==> config.mk <==
export PLATFORM = sky130hd
export DESIGN_NAME = gate_unit_arbiter
export DESIGN_NICKNAME = d
export VERILOG_FILES = /design/src/rtl/gate_unit_arbiter.sv
export SDC_FILE = /design/constraint.sdc
export NUM_CORES = 1
export LEC_CHECK = 0
export BUFFER_PORTS_ARGS = -buffer_cell sky130_fd_sc_hd__buf_2
export CAP_MARGIN = 20
export CORE_AREA = 2 2 104 66
export CTS_CLUSTER_SIZE = 12
export DETAILED_ROUTE_END_ITERATION = 10
export DIE_AREA = 0 0 106 68
export HOLD_SLACK_MARGIN = 0.12
export PLACE_DENSITY = 0.79
export SLEW_MARGIN = 20
export SYNTH_ARGS = -nofsm -noshare
export SYNTH_HDL_FRONTEND = slang
export SYNTH_SLANG_ARGS = --single-unit
==> constraint.sdc <==
create_clock -name clk -period 5.4 [get_ports clk]
set_input_delay 1.35 -clock clk [delete_from_list [all_inputs] [get_ports clk]]
set_output_delay 1.35 -clock clk [all_outputs]
set_load 0.03 [all_outputs]
==> src/rtl/gate_unit_arbiter.sv <==
// Round-robin arbiter sharing one bitwise 2-input gate unit among NREQ requesters.
// The result is registered and held until the consumer takes it.
module gate_unit_arbiter #(
   parameter int NREQ = 4,
   parameter int W    = 8,
   parameter int CW   = 16
) (
   input  logic                      clk,
   input  logic                      rst_n,
   input  logic [NREQ-1:0]           req_valid,
   output logic [NREQ-1:0]           req_ready,
   input  logic [NREQ*W-1:0]         req_a,
   input  logic [NREQ*W-1:0]         req_b,
   input  logic [NREQ*3-1:0]         req_op,
   output logic                      rsp_valid,
   input  logic                      rsp_ready,
   output logic [$clog2(NREQ)-1:0]   rsp_id,
   output logic [W-1:0]              rsp_data,
   output logic [CW-1:0]             grant_cnt
);
   localparam int IW = $clog2(NREQ);

   generate
      if (NREQ < 2 || NREQ > 8) begin : g_bad_nreq
         $error("gate_unit_arbiter: NREQ must be in 2..8");
      end
   endgenerate

   typedef enum logic {S_EMPTY = 1'b0, S_FULL = 1'b1} state_t;

   state_t          r_state, w_state_nxt;
   logic [IW-1:0]   r_ptr, r_id, w_gnt, w_ptr_nxt;
   logic [W-1:0]    r_data, w_a, w_b, w_res;
   logic [2:0]      w_op;
   logic [CW-1:0]   r_cnt;
   logic            w_found, w_can_accept, w_accept;
   logic [W-1:0]    w_av [NREQ];
   logic [W-1:0]    w_bv [NREQ];
   logic [2:0]      w_opv [NREQ];

   for (genvar i = 0; i < NREQ; i++) begin : g_slice
      assign w_av[i]  = req_a[i*W +: W];
      assign w_bv[i]  = req_b[i*W +: W];
      assign w_opv[i] = req_op[i*3 +: 3];
   end

   // Rotate the search origin to r_ptr; the sum wraps once at most since both terms are < NREQ.
   always_comb begin
      logic [IW:0]   sum;
      logic [IW-1:0] idx;
      w_found = 1'b0;
      w_gnt   = '0;
      sum     = '0;
      idx     = '0;
      for (int unsigned k = 0; k < NREQ; k++) begin
         sum = {1'b0, r_ptr} + (IW+1)'(k);
         if (sum >= (IW+1)'(NREQ)) sum = sum - (IW+1)'(NREQ);
         idx = sum[IW-1:0];
         if (!w_found && req_valid[idx]) begin
            w_found = 1'b1;
            w_gnt   = idx;
         end
      end
   end

   assign w_a  = w_av[w_gnt];
   assign w_b  = w_bv[w_gnt];
   assign w_op = w_opv[w_gnt];

   always_comb begin
      w_res = '0;
      case (w_op)
         3'd0: w_res = w_a & w_b;
         3'd1: w_res = w_a | w_b;
         3'd2: w_res = w_a ^ w_b;
         3'd3: w_res = ~(w_a & w_b);
         3'd4: w_res = ~(w_a | w_b);
         3'd5: w_res = ~(w_a ^ w_b);
         3'd6: w_res = ~w_a;
         3'd7: w_res = w_b;
         default: w_res = '0;
      endcase
   end

   assign w_can_accept = (r_state == S_EMPTY) | rsp_ready;
   assign w_accept     = rst_n & w_found & w_can_accept;
   assign w_ptr_nxt    = (w_gnt == IW'(NREQ-1)) ? '0 : w_gnt + 1'b1;

   always_comb begin
      req_ready = '0;
      if (w_accept) req_ready[w_gnt] = 1'b1;
   end

   always_comb begin
      w_state_nxt = r_state;
      case (r_state)
         S_EMPTY: if (w_accept) w_state_nxt = S_FULL;
         S_FULL:  if (w_accept) w_state_nxt = S_FULL;
                  else if (rsp_ready) w_state_nxt = S_EMPTY;
         default: w_state_nxt = S_EMPTY;
      endcase
   end

   always_ff @(posedge clk or negedge rst_n) begin
      if (!rst_n) begin
         r_state <= S_EMPTY;
         r_ptr   <= '0;
         r_id    <= '0;
         r_data  <= '0;
         r_cnt   <= '0;
      end else begin
         r_state <= w_state_nxt;
         if (w_accept) begin
            r_data <= w_res;
            r_id   <= w_gnt;
            r_ptr  <= w_ptr_nxt;
            if (r_cnt != '1) r_cnt <= r_cnt + 1'b1;
         end
      end
   end

   assign rsp_valid = (r_state == S_FULL);
   assign rsp_id    = r_id;
   assign rsp_data  = r_data;
   assign grant_cnt = r_cnt;

endmodule

After elaboration in Yosys (flattened, before gate mapping):

Index checks and enable logic that the tools add are counted.

* muxes and demuxes: 38
* reductions and logical operators: 9
* eq/ne operators: 9
* $lt $le $gt $ge: 11
* $add $sub $neg: 9
* bitwise gates (word level): 12

Operators by type and width (count)
* case mux 8 bit (8 select lines): 1
* binary-select mux 8 bit (select 2 bit): 2
* 2-to-1 mux 8 bit: 4
* NOT 8 bit: 4
* 2-to-1 mux 2 bit: 9
* adder 16 x 1 -> 16 bit, second input constant: 1
* != test 16 bit, second input constant: 1
* < comparator 2 x 3 -> 1 bit, second input constant: 5
* equality test 3 bit, second input constant: 4
* greater-or-equal comparator 3 bit, second input constant: 4
* 2-to-1 mux 1 bit: 12
* bitwise AND 8 bit: 1
* binary-select mux 1 bit (select 2 bit): 4
* bitwise OR 8 bit: 1
* subtractor 2 x 1 -> 2 bit, second input constant: 4
* XOR 8 bit: 1
* adder 2 x 2 -> 3 bit, second input constant: 2
* binary-select mux 3 bit (select 2 bit): 1
* equality test 3 x 2 -> 1 bit, second input constant: 2
* 2-to-1 mux 3 bit: 2
* logical AND 1 bit: 4
* 2-to-1 mux 4 bit: 1
* adder 2 x 1 -> 3 bit, second input constant: 1
* equality test 3 x 1 -> 1 bit, second input constant: 1
* 13 further kinds: 16

* bits of input ports: 83
* output and inout port bits: 31
* logic and storage cells: 93
* bits in registers: 29

Longest topological paths before layout:

Gate-level depths: netlist of run 1.

* word-level depth: 21
* gate-level depth with buffers: 15
* depth with buffers taken out: 13

Least setup slack after synthesis of run 1:

OpenSTA, ideal clock, no wires.

* path kind: input -> output
* from: input port req_valid[1]
* to: output port req_ready[2]
* stages: 7
* slack: 1.306 ns
* arrival time: 2.744 ns
* path buffers: 2
* cell sequence: nand2b_1 o211a_4 nor2_8 buf_6 buf_2 ha_1 and2_1

* cells in the longest elaborated chain, start to end: 17
* elaborated cells on any way between the ends: 30
* classes of those cells: order compare (2); mux (19); bitwise (2); reduce/logical (7)

RTL lines
* start, declared: line 10 `input logic [NREQ-1:0] req_valid,`
* binary-select mux 1 bit (select 2 bit): line 59 `if (!w_found && req_valid[idx]) begin`
* 2-to-1 mux 1 bit (not written as such): line 59
* 2-to-1 mux 1 bit: line 59
* logical NOT 1 bit: line 59
* logical AND 1 bit: line 59
* 2-to-1 mux 1 bit: line 59
* logical NOT 1 bit: line 59
* logical AND 1 bit: line 59
* [... 2 more ...]
* logical AND 1 bit: line 59
* 2-to-1 mux 2 bit (*): line 59
* named net w_gnt[1]: line 32 `logic [IW-1:0] r_ptr, r_id, w_gnt, w_ptr_nxt;`
* < comparator 2 x 3 -> 1 bit (not written as such) / greater-or-equal comparator 2 x 1 -> 1 bit (equally long branches): line 91 `if (w_accept) req_ready[w_gnt] = 1'b1;`
* logical AND 1 bit (not written as such): line 91
* 2-to-1 mux 1 bit (not written as such): line 91
* demux 1 bit (select 2 bit) (*): line 91
* 2-to-1 mux 4 bit (*): line 91
* end, declared: line 11 `output logic [NREQ-1:0] req_ready,`

Mark *: on every way through the listed nets, which the timed path passes. The rest lies on a longest branch. The select of a mux whose other input is x is not followed.

Worst setup path after layout of run 1:

* from: input port req_valid[0]
* to: output port req_ready[2]

* cells in the longest elaborated chain, start to end: 17
* elaborated cells on any way between the ends: 30
* classes of those cells: order compare (2); mux (19); bitwise (2); reduce/logical (7)

RTL lines (line)
* binary-select mux 1 bit (select 2 bit): 59
* 2-to-1 mux 1 bit (not written as such): 59
* 2-to-1 mux 1 bit: 59
* logical NOT 1 bit: 59
* logical AND 1 bit: 59
* 2-to-1 mux 1 bit: 59
* logical NOT 1 bit: 59
* logical AND 1 bit: 59
* 2-to-1 mux 1 bit: 59
* logical NOT 1 bit: 59
* logical AND 1 bit: 59
* 2-to-1 mux 2 bit: 59
* < comparator 2 x 3 -> 1 bit (not written as such) / greater-or-equal comparator 2 x 1 -> 1 bit (equally long branches): 91
* logical AND 1 bit (not written as such): 91
* 2-to-1 mux 1 bit (not written as such): 91
* demux 1 bit (select 2 bit): 91
* 2-to-1 mux 4 bit (*): 91

Mark *: on every way between the ends. The rest lies on a longest branch, timed or not. The select of a mux whose other input is x is not followed.

==> results of run 1 <==
routing by layer:
layer	track usage (%)	vias to the layer above	share of wire (%)
met3	4.29	12	6.6
met1	30.5	1453	46
met2	41.1	123	47
met4	6.09	0	1.1
li1	-	1497	-
met5	0	-	0
registers in the layout (all words and copies together), names as in the netlist:
register   count
rsp_id         2
rsp_valid      1
rsp_data       8
grant_cnt     16
r_ptr          2
cell type report:
cell class | count | area (um^2) | share of cell area, %
Tap cell | 87 | 109 | 2.91
Clock buffer | 7 | 96.3 | 2.58
Multi-Input combinational cell | 274 | 2110 | 56.4
Timing Repair Buffer | 118 | 603 | 16.1
Inverter | 25 | 93.8 | 2.51
Clock inverter | 1 | 5.00 | 0.134
Sequential cell | 29 | 726 | 19.4
cells in the mapped netlist (all sizes together), types with 3 or more instances:
cell / number / area, um^2
buf: 11 / 81.3
a31oi: 3 / 18.8
a311oi: 3 / 26.3
a41oi: 3 / 26.3
mux2: 10 / 113
a21oi: 10 / 53.8
o31ai: 5 / 37.5
ha: 21 / 263
inv: 25 / 93.8
nor2: 9 / 50.1
mux2i: 43 / 430
nor2b: 3 / 18.8
dfrtp: 29 / 726
or3: 4 / 25.0
clkbuf: 8 / 30.0
xnor2: 12 / 105
and3: 6 / 37.5
o311ai: 5 / 43.8
and2: 9 / 61.3
o21ai: 18 / 90.1
nand4: 10 / 62.6
o211ai: 6 / 55.1
nand2: 27 / 104
nand3: 18 / 95.1
nand2b: 11 / 68.8
nor3: 7 / 46.3
o311a: 4 / 40.0
metrics by stage:
step / setup WS, ps / area [um^2]
after CTS: 800 / 3740
after detailed placement: 733 / 3640
after floorplan: 1310 / 3040
final: 786 / 3740
after global placement: 891 / 3640
after global routing: 664 / 3740
placed cells by master (no fill, tap or decap), types with 3 or more instances in the layout:
master    count
a21oi_1       9
a311oi_1      3
a31oi_1       3
a41oi_1       3
and2_1        7
and3_1        6
buf_2       113
buf_4         5
clkbuf_8      7
dfrtp_1      29
ha_1         21
inv_1        23
mux2_2       10
mux2i_1      43
nand2_1      26
nand2b_1     11
nand3_1      17
nand4_1      10
nor2_1        8
nor2b_1       3
nor3_1        6
o211ai_1      4
o21ai_0      14
o21ai_1       4
o311a_1       4
o311ai_0      3
o31ai_1       5
or3_1         4
xnor2_1      12
cell families after synthesis:
logic type | count (synthesis) | share of synthesized area, %
compound gates | 75 | 18.4
flops | 29 | 23.9
xor+xnor | 14 | 4.03
simple gates | 111 | 20.4
buf+inv | 44 | 6.75
fa+ha+maj | 21 | 8.65
mux | 53 | 17.9
report_power, final:
group          internal, W  leakage (nW)  switching [W]
Clock             0.000115        0.0542      0.0000870
Sequential        0.000279         0.362      0.0000534
Combinational     0.000411          1.46       0.000671
worst paths after layout:
check,slack (ps),to,depth (start not counted)
setup / recovery,790,req_ready[2],8
hold / removal,480,grant_cnt[8]$_DFFE_PN0P_,1
setup reg to reg,1710,rsp_data[5]$_DFFE_PN0P_,13
hold reg to reg,480,grant_cnt[8]$_DFFE_PN0P_,1
max in group asynchronous,4040,grant_cnt[8]$_DFFE_PN0P_,2
min in group asynchronous,1070,rsp_id[1]$_DFFE_PN0P_,2
==> impl_metrics.json, run 1 <==
{
  "final_util_pct": 58.8,
  "status": "finished clean",
  "htreeDepth": 2,
  "worst_pin_slew_ps": 801,
  "cts.hold.buffers_added": 0,
  "overflow": 0,
  "p_leak_nw": 1.87,
  "grt_util_all_layers_pct": 23.5,
  "slew_headroom_pct": 46.5,
  "dieArea_um2": 7210,
  "synth_seq_cells": 29,
  "finalCritPeriodShare_pct": 85.4,
  "io_buffers": 113,
  "setup_tns_ps": 0,
  "slew_viol_final": 0,
  "fmax_mhz": 217,
  "crit_buf_inv": 3,
  "die_w_um": 106,
  "clk_pin_slew_worst_paths_ps": 60,
  "ant_nets": 0,
  "vias": 3085,
  "cts_inserted_buffers": 5,
  "placed_cells": 533,
  "r2r-start": "r_ptr[1]$_DFFE_PN0P_",
  "setup_viol": 0,
  "synth_edf_count": 0,
  "timing.hold.ws_ps": 482,
  "drive_gt1_share_pct": 32.8,
  "drt_pass1_iterations": 4,
  "arrival_ps": 3260,
  "setup.worst_path.end_class": "output port",
  "drv_cap": 0,
  "drt_wl_total_mm": 8.26,
  "post_cts_resized": 0,
  "cts_sinks": 29,
  "dp_hpwl_mm": 6.39,
  "layout.nets": 557,
  "start_kind": "input port",
  "hold_path.class": "register to register",
  "final_hold_viol_count": 0,
  "yosysUniqueCellTypes": 58,
  "power_w": 0.00162,
  "gp_routability_congestion": 0.903,
  "cts_root_buf": "clkbuf_8",
  "cts_tree": "yes",
  "ys_async_sr_fraction_pct": 100,
  "syn-instance-count": 347,
  "synth_area_um2": 3040,
  "rows": 23,
  "skew_ps": 7.10,
  "chipHeight_um": 68,
  "peakVddDrop_uv": 264,
  "io_pins": 114,
  "drt_iter0_drc": 188,
  "cp_cell_sequence": "buf_2 > and2_4 > and2_4 > nor3_4 > inv_2 > ha_1 > and2_1 > buf_2",
  "synth_nets": 451,
  "critPathKind": "input port to output port",
  "crit_family": "simple AND/OR/NAND/NOR gates",
  "grt_pass1_wl_mm": 13.5,
  "grt_max_degree": 31,
  "core_um2": 6360,
  "required_ps": 4050,
  "via_per_inst": 5.70,
  "synth_ff_type": "dfrtp_1",
  "hp-start": "grant_cnt[8]$_DFFE_PN0P_",
  "clock_latency_ps": 290,
  "cp-startpoint": "req_valid[0]",
  "period_minus_slack_ps": 4610,
  "synth-warning-count": 0,
  "stdcell_count": 541,
  "avgSynthCellArea_um2": 8.76,
  "grt_antenna_before_repair": 0,
  "cts_setup_buffers": 0,
  "clk_path_buf_depth": 2,
  "powerDensity_nw_per_um2": 432,
  "start_util_pct": 47.8,
  "grt_pass1_vias": 2899,
  "rsz0062_at_grt": "false",
  "crit_slowest_cell": "nor3_4",
  "critPathMaxFanout": 19,
  "max_stage_delay_ps": 510,
  "n_antenna_cell": 0,
  "ys_seq_area_share_pct": 23.9,
  "fill_cells": 563,
  "syn_to_final_growth_pct": 23.1,
  "wl_per_cell_um": 15.3,
  "route.detailed.drc": 0
}
(Power assumes the default switching activity.)
==> run 2, diff against run 1 <==
--- a/config.mk
+++ b/config.mk
@@ -7,12 +7,14 @@
 export LEC_CHECK = 0
 export BUFFER_PORTS_ARGS = -buffer_cell sky130_fd_sc_hd__buf_2
 export CAP_MARGIN = 20
-export CORE_AREA = 2 2 104 66
+export CELL_PAD_IN_SITES_DETAIL_PLACEMENT = 0
+export CELL_PAD_IN_SITES_GLOBAL_PLACEMENT = 2
+export CORE_AREA = 2 2 131 82
 export CTS_CLUSTER_SIZE = 12
 export DETAILED_ROUTE_END_ITERATION = 10
-export DIE_AREA = 0 0 106 68
+export DIE_AREA = 0 0 133 84
 export HOLD_SLACK_MARGIN = 0.12
-export PLACE_DENSITY = 0.79
+export PLACE_DENSITY_LB_ADDON = 0.1
 export SLEW_MARGIN = 20
 export SYNTH_ARGS = -nofsm -noshare
 export SYNTH_HDL_FRONTEND = slang
==> run 2 against run 1 <==
  * Critical path depth did not move
  * Setup slack better by 170 ps
  * Clock skew shrank 1.9 ps
  * Global-route usage decreased by 6.6 points
  * First-iteration DRC count decreased by 32%
  * Non-clock buffer count grew 2
  * Maximum frequency rose by 3.8%
  * Critical path type unchanged
  * Highest routed layer unchanged
==> impl_metrics.json, run 2 (same netlist as run 1, synthesis figures left out) <==
{
  "status": "finished clean",
  "worst_pin_slew_ps": 695,
  "syn_to_final_growth_pct": 27.6,
  "overflow": 0,
  "p_leak_nw": 1.91,
  "skew_ps": 5.19,
  "critPathKind": "input port to output port",
  "fmax_mhz": 225,
  "arrival_ps": 3090,
  "grt_pass1_wl_mm": 15.1,
  "gp_routability_congestion": 0.778,
  "crit_end": "req_ready[1]",
  "core_um2": 10100,
  "cts_root_buf": "clkbuf_16",
  "dp_hpwl_mm": 7.22,
  "stdcell_count": 595,
  "clk_path_buf_depth": 2,
  "cts_setup_buffers": 0,
  "whs_path_depth": 2,
  "start_util_pct": 30.0,
  "drive_gt1_share_pct": 33.1,
  "io_buffers": 113,
  "clk_pin_slew_worst_paths_ps": 50,
  "power_w": 0.00171,
  "htreeDepth": 2,
  "place_worst_setup_slack_ps": 941,
  "layout_common_cells": "buf_2 (113), mux2i_1 (43), dfrtp_1 (29)",
  "period_minus_slack_ps": 4440,
  "grt_max_degree": 30,
  "drt_wl_total_mm": 9.16,
  "peakVddDrop_uv": 169,
  "drv_cap": 0,
  "reg2reg_slack_ps": 1930,
  "required_ps": 4050,
  "start_kind": "input port",
  "drt_pass1_iterations": 4,
  "rsz0062_at_grt": "false",
  "regToRegEndpoint": "rsp_data[5]$_DFFE_PN0P_",
  "setup.worst_path.end_class": "output port",
  "timing.hold.ws_ps": 481,
  "cts.hold.buffers_added": 0,
  "vias": 2953,
  "clock_latency_ps": 270,
  "io_pins": 114,
  "die_w_um": 133,
  "ant_nets": 0,
  "post_cts_resized": 0,
  "cts_tree": "yes",
  "slew_viol_final": 0,
  "n_antenna_cell": 0,
  "r2r-start": "r_ptr[1]$_DFFE_PN0P_",
  "slew_headroom_pct": 53.6,
  "setup_slack_ps": 955,
  "placed_cells": 587,
  "wl_per_cell_um": 15.4,
  "critPathMaxFanout": 23,
  "finalCritPeriodShare_pct": 82.3,
  "via_per_inst": 4.96,
  "cp-startpoint": "req_valid[1]",
  "largest_register_ffs": 16,
  "fill_cells": 1078,
  "final_hold_viol_count": 0,
  "cts_sinks": 29,
  "rows": 29,
  "final_common_cell": "buf_2",
  "setup_viol": 0,
  "grt_util_all_layers_pct": 16.9,
  "grt_antenna_before_repair": 0,
  "hold_path.class": "register to register",
  "route.detailed.drc": 0,
  "setup_tns_ps": 0,
  "cts_inserted_buffers": 5,
  "ff2ff_path_depth": 10,
  "grt_pass1_vias": 2941,
  "powerDensity_nw_per_um2": 441,
  "dieArea_um2": 11200,
  "drt_iter0_drc": 128,
  "chipHeight_um": 84,
  "layout.nets": 559
}
[run 2: layout make-up]
class	instances	area [um^2]	share of cell area [%]
Multi-Input combinational cell	274	2110	54.4
Sequential cell	29	726	18.7
Timing Repair Buffer	120	618	15.9
Tap cell	139	174	4.49
Clock buffer	7	153	3.94
Inverter	25	93.8	2.42
Clock inverter	1	5.00	0.129
[run 2: worst min path at each step]
stage                         startpoint                   endpoint
2_1_floorplan       r_ptr[1]$_DFFE_PN0P_       r_ptr[1]$_DFFE_PN0P_
3_3_place_gp     rsp_data[3]$_DFFE_PN0P_    rsp_data[3]$_DFFE_PN0P_
3_5_place_dp     rsp_data[3]$_DFFE_PN0P_    rsp_data[3]$_DFFE_PN0P_
4_1_cts         grant_cnt[8]$_DFFE_PN0P_   grant_cnt[8]$_DFFE_PN0P_
5_1_grt        grant_cnt[15]$_DFFE_PN0P_  grant_cnt[15]$_DFFE_PN0P_
6_report         rsp_data[3]$_DFFE_PN0P_    rsp_data[3]$_DFFE_PN0P_
[run 2: worst max-delay path: stages]
cell and delay [ps]:
buf_2 120, nand2b_1 170, o211a_4 290, nor2_8 410
inv_2 230, ha_1 220, and2_1 130, buf_2 170
[run 2: per-stage QoR]
step	util (%)	instance area (um^2)
6_report	38.3	3880
5_1_grt	38.3	3880
4_1_cts	38.3	3880
3_5_place_dp	36.7	3720
3_3_place_gp	36.7	3720
2_1_floorplan	-	3040
[run 2: power breakdown]
group | total, W | switching, W | internal [W] | leakage [nW]
clock network | 0.000291 | 0.0000964 | 0.000195 | 0.0799
logic | 0.00109 | 0.000671 | 0.000417 | 1.47
registers | 0.000333 | 0.0000527 | 0.000280 | 0.362
total | 0.00171 | 0.000820 | 0.000891 | 1.91
[run 2: metal layers]
layer	vias up	GRT usage [%]	routed length, um
met5	-	0	0
met4	0	1.76	28
met1	1396	24.1	4630
li1	1499	-	-
met3	4	3.46	364
met2	54	27.1	4140
==> run 3, diff against run 2 <==
--- a/config.mk
+++ b/config.mk
@@ -9,10 +9,10 @@
 export CAP_MARGIN = 20
 export CELL_PAD_IN_SITES_DETAIL_PLACEMENT = 0
 export CELL_PAD_IN_SITES_GLOBAL_PLACEMENT = 2
-export CORE_AREA = 2 2 131 82
+export CORE_AREA = 2 2 136 85
 export CTS_CLUSTER_SIZE = 12
 export DETAILED_ROUTE_END_ITERATION = 10
-export DIE_AREA = 0 0 133 84
+export DIE_AREA = 0 0 138 87
 export HOLD_SLACK_MARGIN = 0.12
 export PLACE_DENSITY_LB_ADDON = 0.1
 export SLEW_MARGIN = 20
==> constraint.sdc (replaced) <==
create_clock -name clk -period 4.1 [get_ports clk]
set_input_delay 1.025 -clock clk [delete_from_list [all_inputs] [get_ports clk]]
set_output_delay 1.025 -clock clk [all_outputs]
set_load 0.03 [all_outputs]
==> run 3 against run 2 <==
  * Sequential share of layout area shrank 0.27 points
  * Largest power group unchanged
  * Register-to-register slack lost 860 ps
  * Design area grew 1.5%
  * Clock skew shrank 1.2 ps
  * Count of clock-buffer cells in the layout is the same
  * Total power grew 34%
  * Via count grew 2.4%
  * Critical path depth is the same
==> impl_metrics.json, run 3 (same netlist as run 1, synthesis figures left out) <==
{
  "status": "finished clean",
  "syn_to_final_growth_pct": 29.4,
  "grt_max_degree": 30,
  "start_kind": "input port",
  "critPathMaxFanout": 10,
  "cts_tree": "yes",
  "clk_path_buf_depth": 2,
  "drt_iter0_drc": 109,
  "cp_cell_sequence": "buf_2 > nand2b_1 > o211a_4 > nor2_8 > inv_2 > ha_1 > and2_1 > buf_2",
  "fmax_mhz": 284,
  "ff2ff_path_depth": 10,
  "wl_per_cell_um": 15.8,
  "die_w_um": 138,
  "io_buffers": 113,
  "cts_root_buf": "clkbuf_16",
  "overflow": 0,
  "layout.nets": 564,
  "p_leak_nw": 1.94,
  "final_hold_viol_count": 0,
  "cts.hold.buffers_added": 0,
  "start_util_pct": 27.9,
  "final_common_cell": "buf_2",
  "finalCritPeriodShare_pct": 85.8,
  "required_ps": 3070,
  "setup_tns_ps": 0,
  "final-seq-area_um2": 726,
  "final_util_pct": 36.1,
  "cts_setup_buffers": 0,
  "fin_area_um2": 3930,
  "dp_hpwl_mm": 7.46,
  "drive_gt1_share_pct": 33.8,
  "n_antenna_cell": 0,
  "ant_nets": 0,
  "grt_pass1_wl_mm": 15.5,
  "slew_headroom_pct": 52.5,
  "period_minus_slack_ps": 3520,
  "rows": 30,
  "grt_antenna_before_repair": 0,
  "whs_path_depth": 2,
  "clk_pin_slew_worst_paths_ps": 50,
  "crit_slowest_cell": "o211a_4",
  "htreeDepth": 2,
  "fill_cells": 1148,
  "drt_wl_total_mm": 9.54,
  "drt_pass1_iterations": 4,
  "max_stage_delay_ps": 290,
  "critPathKind": "input port to output port",
  "rsz0062_at_grt": "false",
  "largest_register_ffs": 16,
  "post_cts_resized": 0,
  "drv_cap": 0,
  "gp_routability_congestion": 0.755,
  "hold_path.class": "register to register",
  "placed_area_um2": 3780,
  "vias": 3023,
  "route.detailed.drc": 0,
  "dieArea_um2": 12000,
  "slew_viol_final": 0,
  "cts_inserted_buffers": 5,
  "setup.worst_path.end_class": "output port",
  "powerDensity_nw_per_um2": 584,
  "peakVddDrop_uv": 172,
  "cts_sinks": 29,
  "chipHeight_um": 87,
  "worst_pin_slew_ps": 713,
  "skew_ps": 4.00,
  "via_per_inst": 5.00,
  "io_pins": 114,
  "layout_common_cells": "buf_2 (113), mux2i_1 (43), dfrtp_1 (29)",
  "multiInputGateArea_um2": 2110,
  "setup_viol": 0,
  "crit_top_cell": "buf_2",
  "core_um2": 10900,
  "clock_latency_ps": 270,
  "arrival_ps": 2490,
  "grt_util_all_layers_pct": 16.1,
  "grt_pass1_vias": 2991
}
## run 3: changes by cell type in the layout (fill, tap and decap cells not counted)
| cell | before | now |
|---|---|---|
| buf_4 | 7 | 11 |
| buf_12 | 0 | 1 |
## run 3: through the flow
| step | instances | total power, W | setup WS, ps | hold WS (ps) |
|---|---|---|---|---|
| floorplan | 347 | 0.00154 | 605 | 529 |
| global placement | 597 | 0.00193 | 339 | 471 |
| detailed placement | 597 | 0.00192 | 356 | 473 |
| CTS | 605 | 0.00232 | 580 | 485 |
| global route | 605 | 0.00250 | 442 | 516 |
| finish | 605 | 0.00230 | 581 | 482 |
## run 3: power breakdown
part	switching [W]	total [W]	internal (W)
clock network	0.000127	0.000384	0.000257
logic	0.000900	0.00148	0.000577
registers	0.0000659	0.000434	0.000368
total	0.00109	0.00230	0.00120
## run 3: routing by layer
layer / track usage (%) / routed length, um / up-vias
li1: - / - / 1509
met1: 22.9 / 4820 / 1423
met2: 26.1 / 4120 / 89
met3: 3.30 / 560 / 2
met4: 2.13 / 27 / 0
met5: 0 / 0 / -
## run 3: cell type report
| type | instances | area share [%] |
|---|---|---|
| Clock inverter | 1 | 0.127 |
| Tap cell | 144 | 4.58 |
| Timing Repair Buffer | 125 | 17.0 |
| Clock buffer | 7 | 3.88 |
| Inverter | 25 | 2.39 |
| Multi-Input combinational cell | 274 | 53.6 |
| Sequential cell | 29 | 18.4 |
## run 3: worst paths after layout
check,startpoint,end,slack (ps)
setup / recovery,req_valid[1],req_ready[0],580
hold / removal,rsp_id[0]$_DFFE_PN0P_,rsp_id[0]$_DFFE_PN0P_,480
setup reg to reg,r_ptr[1]$_DFFE_PN0P_,rsp_data[2]$_DFFE_PN0P_,1070
hold reg to reg,rsp_id[0]$_DFFE_PN0P_,rsp_id[0]$_DFFE_PN0P_,480
max in group asynchronous,rst_n,rsp_data[7]$_DFFE_PN0P_,2980
min in group asynchronous,rst_n,grant_cnt[10]$_DFFE_PN0P_,820
## run 3: worst max-delay path, delay by kind of cell
family	cells	cell delay (ps)
AOI/OAI and AO/OA	1	290
adders and majority gates	1	210
and+or+nand+nor	3	510
buffers and inverters	3	450
